`config.mk`:
```
export PLATFORM = sky130hd
export DESIGN_NAME = frame_buffer_writer
export DESIGN_NICKNAME = d
export VERILOG_FILES = /design/src/rtl/frame_buffer_writer.sv
export SDC_FILE = /design/constraint.sdc
export NUM_CORES = 2
export LEC_CHECK = 0
export BUFFER_PORTS_ARGS = -buffer_cell sky130_fd_sc_hd__buf_2
export CORE_ASPECT_RATIO = 0.75
export CORE_UTILIZATION = 65
export CTS_BUF_LIST = sky130_fd_sc_hd__clkbuf_4 sky130_fd_sc_hd__clkbuf_8 sky130_fd_sc_hd__clkbuf_16
export DETAILED_ROUTE_END_ITERATION = 8
export PLACE_DENSITY = 0.86
export SLEW_MARGIN = 30
export SYNTH_ARGS = -nofsm -noshare
export SYNTH_HDL_FRONTEND = slang
export SYNTH_SLANG_ARGS = --single-unit
```
`constraint.sdc`:
```
create_clock -name clock -period 10.8 [get_ports clock]
set_clock_uncertainty 0.15 [all_clocks]
set_input_delay 2.16 -clock clock [delete_from_list [all_inputs] [get_ports clock]]
set_output_delay 2.16 -clock clock [all_outputs]
set_load 0.02 [all_outputs]
```
`src/rtl/frame_buffer_writer.sv`:
```
// Avalon-MM burst write master: packs 32-bit pixels into 64-bit words and writes full bursts to DDR3.
// Optional build macro FRAME_BUFFER_WRITER_FILL_EN adds the solid-colour fill ports.
module frame_buffer_writer #(
  parameter logic [29:0] ADDRESS      = 30'h3800_0000,
  parameter int unsigned LENGTH       = 800*480*4,
  parameter int unsigned BURST_LENGTH = 8,
  parameter int unsigned FIFO_DEPTH   = 16
) (
  input  logic        clock,
  input  logic        reset_n,
  input  logic        start,
  output logic        busy,
  output logic        done,
  input  logic [31:0] pixel_data,
  input  logic        pixel_valid,
  output logic        pixel_ready,
  output logic [28:0] address,
  output logic [7:0]  burstcount,
  output logic [63:0] writedata,
  output logic [7:0]  byteenable,
  output logic        write,
  input  logic        waitrequest
`ifdef FRAME_BUFFER_WRITER_FILL_EN
  ,
  input  logic        fill,
  input  logic [31:0] fill_color
`endif
);

  typedef enum logic [1:0] {
    IDLE    = 2'd0,
    COLLECT = 2'd1,
    WRITE   = 2'd2,
    FINISH  = 2'd3
  } state_t;

  localparam int unsigned TOTAL_PIX   = LENGTH / 4;
  localparam int unsigned TOTAL_WORDS = LENGTH / 8;
  localparam int unsigned NUM_BURSTS  = TOTAL_WORDS / BURST_LENGTH;
  localparam int unsigned AW          = (FIFO_DEPTH > 1) ? $clog2(FIFO_DEPTH) : 1;
  localparam int unsigned CW          = $clog2(FIFO_DEPTH + 1);

  localparam logic [CW-1:0] DEPTH_C       = CW'(FIFO_DEPTH);
  localparam logic [CW-1:0] BURST_C       = CW'(BURST_LENGTH);
  localparam logic [AW-1:0] LAST_PTR      = AW'(FIFO_DEPTH - 1);
  localparam logic [31:0]   TOTAL_PIX_C   = 32'(TOTAL_PIX);
  localparam logic [31:0]   LAST_BURST_C  = 32'(NUM_BURSTS - 1);
  localparam logic [7:0]    BEAT_LAST_C   = 8'(BURST_LENGTH - 1);
  localparam logic [7:0]    BURST_COUNT_C = 8'(BURST_LENGTH);
  localparam logic [28:0]   BASE_WORD_C   = 29'(ADDRESS >> 3);
  localparam logic [28:0]   ADDR_STEP_C   = 29'(BURST_LENGTH);

  state_t        state_q;
  logic          busy_q;
  logic          done_q;
  logic          write_q;
  logic [28:0]   address_q;
  logic [63:0]   writedata_q;
  logic [7:0]    beat_q;
  logic [31:0]   burst_q;
  logic [31:0]   pix_q;
  logic          half_q;
  logic [31:0]   lo_q;
  logic          pend_q;
  logic [63:0]   word_q;
  logic [63:0]   mem_q [FIFO_DEPTH];
  logic [AW-1:0] wr_ptr_q;
  logic [AW-1:0] rd_ptr_q;
  logic [CW-1:0] count_q;
  logic [CW-1:0] count_d;

  logic          start_acc_s;
  logic          room_s;
  logic          pixel_ready_s;
  logic          pix_acc_s;
  logic          beat_s;
  logic          fill_mode_s;
  logic          fill_gen_s;
  logic [63:0]   fill_word_s;
  logic [AW-1:0] wr_ptr_inc_s;
  logic [AW-1:0] rd_ptr_inc_s;

  function automatic logic [AW-1:0] ptr_inc(input logic [AW-1:0] p);
    return (p == LAST_PTR) ? {AW{1'b0}} : p + AW'(1);
  endfunction

`ifdef FRAME_BUFFER_WRITER_FILL_EN
  logic        fill_q;
  logic [31:0] color_q;

  // Fill mode and colour are latched with the accepted start and hold for the frame
  always_ff @(posedge clock or negedge reset_n) begin
    if (!reset_n) begin
      fill_q  <= 1'b0;
      color_q <= 32'd0;
    end else if (start_acc_s) begin
      fill_q  <= fill;
      color_q <= fill_color;
    end
  end

  assign fill_mode_s = fill_q;
  assign fill_word_s = {color_q, color_q};
`else
  assign fill_mode_s = 1'b0;
  assign fill_word_s = 64'd0;
`endif

  assign start_acc_s  = start && (state_q == IDLE);
  assign beat_s       = write_q && !waitrequest;
  assign wr_ptr_inc_s = ptr_inc(wr_ptr_q);
  assign rd_ptr_inc_s = ptr_inc(rd_ptr_q);

  // A word still sitting in the packer counts against FIFO space
  assign room_s        = ({1'b0, count_q} + {{CW{1'b0}}, pend_q}) < {1'b0, DEPTH_C};
  assign pixel_ready_s = busy_q && !fill_mode_s && room_s && (pix_q < TOTAL_PIX_C);
  assign pix_acc_s     = pixel_valid && pixel_ready_s;
  assign fill_gen_s    = busy_q && fill_mode_s && room_s && (pix_q < TOTAL_PIX_C);

  // FIFO occupancy next state from one push and one pop per cycle
  always_comb begin
    count_d = count_q;
    if (pend_q && !beat_s) begin
      count_d = count_q + CW'(1);
    end else if (!pend_q && beat_s) begin
      count_d = count_q - CW'(1);
    end else begin
      count_d = count_q;
    end
  end

  // Pixel packer, pixel counter and FIFO pointers
  always_ff @(posedge clock or negedge reset_n) begin
    if (!reset_n) begin
      pix_q    <= 32'd0;
      half_q   <= 1'b0;
      lo_q     <= 32'd0;
      pend_q   <= 1'b0;
      word_q   <= 64'd0;
      wr_ptr_q <= {AW{1'b0}};
      rd_ptr_q <= {AW{1'b0}};
      count_q  <= {CW{1'b0}};
    end else if (start_acc_s) begin
      pix_q    <= 32'd0;
      half_q   <= 1'b0;
      pend_q   <= 1'b0;
      wr_ptr_q <= {AW{1'b0}};
      rd_ptr_q <= {AW{1'b0}};
      count_q  <= {CW{1'b0}};
    end else begin
      pend_q <= 1'b0;
      if (pix_acc_s) begin
        pix_q <= pix_q + 32'd1;
        if (half_q) begin
          word_q <= {pixel_data, lo_q};
          pend_q <= 1'b1;
          half_q <= 1'b0;
        end else begin
          lo_q   <= pixel_data;
          half_q <= 1'b1;
        end
      end else if (fill_gen_s) begin
        pix_q  <= pix_q + 32'd2;
        word_q <= fill_word_s;
        pend_q <= 1'b1;
      end
      if (pend_q) begin
        wr_ptr_q <= wr_ptr_inc_s;
      end
      if (beat_s) begin
        rd_ptr_q <= rd_ptr_inc_s;
      end
      count_q <= count_d;
    end
  end

  // FIFO storage needs no reset; the pointers define what is valid
  always_ff @(posedge clock) begin
    if (pend_q) begin
      mem_q[wr_ptr_q] <= word_q;
    end
  end

  // Control FSM; every Avalon and status output is a register written here
  always_ff @(posedge clock or negedge reset_n) begin
    if (!reset_n) begin
      state_q     <= IDLE;
      busy_q      <= 1'b0;
      done_q      <= 1'b0;
      write_q     <= 1'b0;
      address_q   <= 29'd0;
      writedata_q <= 64'd0;
      beat_q      <= 8'd0;
      burst_q     <= 32'd0;
    end else begin
      done_q <= 1'b0;
      case (state_q)
        IDLE: begin
          if (start) begin
            address_q <= BASE_WORD_C;
            beat_q    <= 8'd0;
            burst_q   <= 32'd0;
            busy_q    <= 1'b1;
            state_q   <= COLLECT;
          end
        end
        COLLECT: begin
          // Only launch once the whole burst is buffered so write never gaps
          if (count_q >= BURST_C) begin
            write_q     <= 1'b1;
            writedata_q <= mem_q[rd_ptr_q];
            state_q     <= WRITE;
          end
        end
        WRITE: begin
          if (beat_s) begin
            if (beat_q == BEAT_LAST_C) begin
              write_q   <= 1'b0;
              beat_q    <= 8'd0;
              address_q <= address_q + ADDR_STEP_C;
              burst_q   <= burst_q + 32'd1;
              if (burst_q == LAST_BURST_C) begin
                done_q  <= 1'b1;
                busy_q  <= 1'b0;
                state_q <= FINISH;
              end else begin
                state_q <= COLLECT;
              end
            end else begin
              beat_q      <= beat_q + 8'd1;
              writedata_q <= mem_q[rd_ptr_inc_s];
            end
          end
        end
        FINISH: begin
          state_q <= IDLE;
        end
        default: begin
          write_q <= 1'b0;
          busy_q  <= 1'b0;
          state_q <= IDLE;
        end
      endcase
    end
  end

  assign busy        = busy_q;
  assign done        = done_q;
  assign pixel_ready = pixel_ready_s;
  assign address     = address_q;
  assign burstcount  = BURST_COUNT_C;
  assign writedata   = writedata_q;
  assign byteenable  = 8'hFF;
  assign write       = write_q;

endmodule

```
* After elaboration in Yosys (flattened, before gate mapping)
Memory sizes are Yosys's and may differ from the RTL's.
Index checks and enable logic that the tools add are counted.
** Word-level totals
- Flip-flop bits (word level) :: 281
- Memory bits (writable) :: 1024
- Input bits :: 37
- Output and inout port bits :: 113
- Word-level logic and storage cells :: 123
- Memories :: 1
** Memories
- mem_q :: depth 16, bits a word 64, rd ports 2, clocked after Yosys merged registers in 0, wr ports 1, RTL line 66 : logic [63:0] mem_q [FIFO_DEPTH];
** Cells by class
- Add/sub/neg operators :: 9
- $lt $le $gt $ge :: 3
- Equal/unequal tests :: 13
- Muxes and demuxes :: 54
- Bitwise logic cells :: 2
- Reductions and logical operators :: 25
** Operator list (number)
- $mux 64 :: 3
- $mux 32 :: 5
- $pmux 64 s2 :: 1
- $mux 29 :: 3
- $add 32x1->32 const B :: 2
- $pmux 32 s2 :: 1
- $pmux 29 s2 :: 1
- $eq 32x15->1 const B :: 1
- $lt 32x19->1 const B :: 1
- $add 29x4->29 const B :: 1
- $mux 4 :: 6
- $mux 8 :: 3
- $mux 1 :: 19
- $pmux 8 s2 :: 1
- $reduce_and 4->1 :: 4
- $mux 5 :: 3
- $ne 2x2->1 const B :: 6
- $mux 2 :: 5
- $reduce_bool 2->1 :: 5
- $reduce_and 3->1 :: 3
- $add 4x1->4 const B :: 2
- $add 8x1->8 const B :: 1
- $eq 4x4->1 const B :: 2
- $eq 8x3->1 const B :: 1
- 15 further kinds :: 26

* Longest topological paths before layout
- Depth in word-level cells :: 7
- Gate-level depth with buffers :: 11
- Depth with buffers taken out :: 8

* Least setup slack after synthesis
No wires, ideal clock.
- Path type :: register to register
- Start :: register pend_q
- End :: memory mem_q[1][0] (enable)
- Library setup time :: 565 ps
- Data arrival time :: 5167 ps
- Data required time :: 10085 ps
- Path slack :: 4918 ps
- Cell stages (with the launch flop) :: 4
- Buffers on the path :: 1
- Clock period less this slack :: 5882 ps
- Cells stage by stage :: dfrtp_1 buf_1 nand2_1 nor3_1
** Between the ends
- Longest elaborated chain between the ends :: 2
** RTL lines
- start, declared :: RTL line 64 : logic pend_q;
- start signal, assigned :: RTL line 138 : pend_q <= 1'b0;
- start signal, assigned :: RTL line 146 : pend_q <= 1'b0;
- start signal, assigned :: RTL line 151 : pend_q <= 1'b0;
- $mux 1 :: RTL line 179 : if (pend_q) begin
- $mux 1 (implied by the code) :: RTL line 180 : mem_q[wr_ptr_q] <= word_q;
- end, declared :: RTL line 66
Every way passes these cells.

* Final worst setup path
- Start :: register rd_ptr_q[0]
- End :: register writedata_q[47] (netlist: writedata[47])
** Between the ends
- Longest elaborated chain between the ends :: 6
- Elaborated cells on any way between the ends :: 8
- Classes of those cells :: add/sub (1); eq/ne (1); mux (5); memory (1)
** RTL lines
- start, declared :: RTL line 68 : logic [AW-1:0] rd_ptr_q;
- start signal, assigned :: RTL line 141 : rd_ptr_q <= {AW{1'b0}};
- start signal, assigned :: RTL line 148 : rd_ptr_q <= {AW{1'b0}};
- start signal, assigned :: RTL line 171 : rd_ptr_q <= rd_ptr_inc_s;
- $add 4x1->4 / $eq 4x4->1 (equally long branches) :: RTL line 84 : return (p == LAST_PTR) ? {AW{1'b0}} : p + AW'(1);
- $mux 4 :: RTL line 84
- $mem_v2 16x64 *
- $mux 64 :: RTL line 217 : if (beat_q == BEAT_LAST_C) begin
- $mux 64 :: RTL line 216 : if (beat_s) begin
- $pmux 64 s2 * :: RTL line 197 : case (state_q)
- end signal, assigned :: RTL line 211 : writedata_q <= mem_q[rd_ptr_q];
- end signal, assigned :: RTL line 231 : writedata_q <= mem_q[rd_ptr_inc_s];
- end, declared :: RTL line 58 : logic [63:0] writedata_q;
Mark *: on every way between the ends. The rest lies on a longest branch, timed or not. The select of a mux whose other input is x is not followed.
A chain may end at the register's enable or synchronous reset.

==> reports/results.txt <==
outcome = finished clean
max_cap viols = 0
Req. time, crit path = 11.29 ns
count leader, synth = edfxtp_1
core area = 0.09189 sq mm
Final GP Congestion = 0.8367
Critical Path Start Type = register
Synth Instances = 4170
Worst path top cell family by delay = buffers and inverters
Sw Share = 34.87%
CP Max Fanout = 56
r2r worst-path depth = 8
post-synthesis sequential area ratio = 62.19%
Reg power frac = 41.7%
CTS tree = done
non-filler cells, final = 5510
layout cells sized above 1 = 14.93%
RR Startpoint = rd_ptr_q[0]
number of flops mapped to enable cells by yosys = 1024
Slew headroom = 25.58%
Clk pin slew, worst setup/hold paths = 0.07 ns
Ports = 150
port buffer count = 130
Placement Rows = 96
initial antenna violation count = 7
Crit Path Class = register to register
endpoint class of the critical path = register
PnR worst setup slack = 5.666 ns
DR iter-0 viols = 6251
vias per cell = 7.258
Power, Total = 17.63 mW
Hold Path Class = register to register
die span in y = 266.5 um
hold endpoint = word_q[14]
Hold Path Stages = 1
setup tns final = 0 ns
final hold viol count = 0
Comb power frac = 33.1%
Final min period = 5.134 ns
drc violations = 0
Global Route Usage Sum = 35.98%
first-pass GRT wire length = 250.2 mm
number of H-tree levels = 3
setup violators final = 0
Crit path arrival time = 5.62 ns
router iterations before antenna repair = 5
#FFs+latches synth = 1302
worst stage delay on the critical path = 0.95 ns
hpwl dp = 89.17 mm
Mapped Avg Cell Area = 14.54 sq um
Pleak = 24.17 nW
r2r setup slk = 5.67 ns
most used cell, CP = buf_4
largest net degree at the start of global routing = 156
Max Slew Vio Count = 0
# nets final = 4227
Async SR Flop Fraction = 21.35%
Synth area leader = edfxtp_1
Die ar. = 0.09452 sq mm
Post-synth top cells = 1024 x edfxtp_1, 893 x mux2i_1, 317 x nor2_1
final wirelength = 170.4 mm
post-synth top area share = 50.71%
cell count after placement = 5278
RSZ-0062 raised after global routing = false
slew of the pin with the lowest slew margin = 1.116 ns
Clock Sinks = 1302
Routed Antenna Nets = 0
Critical-path top delay cell = buf_4
design area = 0.06675 sq mm
clk_lat worst skew = 0.71 ns
die width = 354.7 um
hold path start = lo_q[14]
Place WS = 5.766 ns
DR vias = 39994
Mapped Area = 0.06063 sq mm
post-CTS setup buffers = 0
P_int = 11.48 mW
Area growth, synth to finish = 10.09%
DR WL/cell = 30.93 um
pwr/cell area = 264.1 mW/mm^2
Yosys warning total = 0
crit path buf inv count = 3
Num CTS Buffers = 116
total global routing overflow = 0
vias in the first global route = 39783
CTS Buffer Depth = 3
FF-to-FF End = writedata[47]
CP cell instances = buf_12 -> buf_4 -> a21boi_0 -> o32ai_4 -> buf_4 -> o21ai_0 -> a31oi_1 -> a211o_1
Max IR drop VDD = 0.0003363 V
net switching power figure = 6.147 mW
Initial Util = 65.99%
Max Fclk = 194.8 MHz
cells taking the most area after synthesis = edfxtp_1 51%, mux2i_1 15%, dfrtp_1 11%
Placed Area = 0.06238 sq mm
CTS Hold Bufs = 0
Final period util = 47.54%
Root Buffer = clkbuf_16
Clock power frac = 25.2%
Synth cell types = 67
post-CTS sizing = 0
Main synth FF type = edfxtp_1
[stage by stage]
step | hold WS [ns] | utilization (%)
3_3_place_gp | 0.3121 | 67.81
5_1_grt | 0.3481 | 72.63
2_1_floorplan | 0.2937 | -
6_report | 0.3361 | 72.64
3_5_place_dp | 0.3190 | 67.89
4_1_cts | 0.3371 | 72.42
[registers in the layout, indices dropped and copies added, names as in the netlist, 4 cells and up]
register   count
address       26
pix_q         32
wr_ptr_q       4
beat_q         8
writedata     64
count_q        5
word_q        64
lo_q          32
burst_q       32
mem_q       1024
rd_ptr_q       4
[worst max-delay path by stage]
| stage | from | endpoint | slack [ns] | cells after the start |
|---|---|---|---|---|
| CTS | rd_ptr_q[0] | writedata[47] | 5.70 | 7 |
| finish | rd_ptr_q[0] | writedata[47] | 5.67 | 8 |
| detailed placement | waitrequest | burst_q[19] | 5.77 | 6 |
| floorplan | pend_q | mem_q[1][0] | 4.92 | 3 |
| global route | rd_ptr_q[0] | writedata[58] | 5.67 | 8 |
| global placement | waitrequest | burst_q[27] | 5.84 | 6 |
[cell type report]
cell class | instances | area, sq um
diodes | 4 | 10.01
clock buffers | 168 | 3490
clock inverters | 54 | 674.4
fillers | 5498 | 25140
inverters | 18 | 68.82
multi-input cells | 2536 | 21780
flip-flops and latches | 1302 | 37720
well taps | 1225 | 1533
repair buffers | 203 | 1474
[power by group through the flow]
stage	logic (mW)	registers, mW	clock network (mW)
global route	6.10	7.41	4.63
global placement	5.48	7.38	0
detailed placement	5.64	7.42	0
finish	5.83	7.35	4.45
CTS	5.68	7.32	4.45
floorplan	4.25	7.09	0
[layer usage]
metal	vias up	global-route usage, %	part of all wire (%)
met2	2880	53.56	44
met1	19991	49.72	37
met4	4	14.62	4.5
met5	-	0	0.016
li1	16508	-	-
met3	611	11.19	14
[cells by family (layout without fill, tap and decap cells)]
kind of cell / after synthesis / count (layout) / synth area share (%)
buffers and inverters: 349 / 443 / 2.427
adders and majority gates: 13 / 13 / 0.2806
muxes: 1124 / 1124 / 21.54
AOI/OAI and AO/OA: 710 / 710 / 8.279
and+or+nand+nor: 646 / 646 / 4.928
other: 2 / 23 / 0.01239
xor gates and xnor gates: 24 / 24 / 0.3467
DFF: 1302 / 1302 / 62.19
[layout by cell type (no fill, tap or decap), types with 60 or more instances in the layout]
cell / n
clkbuf_16: 119
a22oi_1: 63
a211oi_1: 64
mux2i_1: 893
nor2_1: 303
o21ai_0: 92
nand2_1: 128
o221ai_1: 126
o22ai_1: 126
edfxtp_1: 1024
mux4_2: 135
buf_2: 129
dfrtp_1: 274
mux2_1: 60
a211o_1: 63
a31oi_1: 72
[worst register-to-register path, stage by stage, from the launching register on]
cell and delay, ns:
dfrtp_4 0.70, buf_12 0.34, buf_4 0.82, a21boi_0 0.41
o32ai_4 0.89, buf_4 0.96, o21ai_0 0.33, a31oi_1 0.30
a211o_1 0.17
Note: power is estimated with default switching activity, not from simulation.
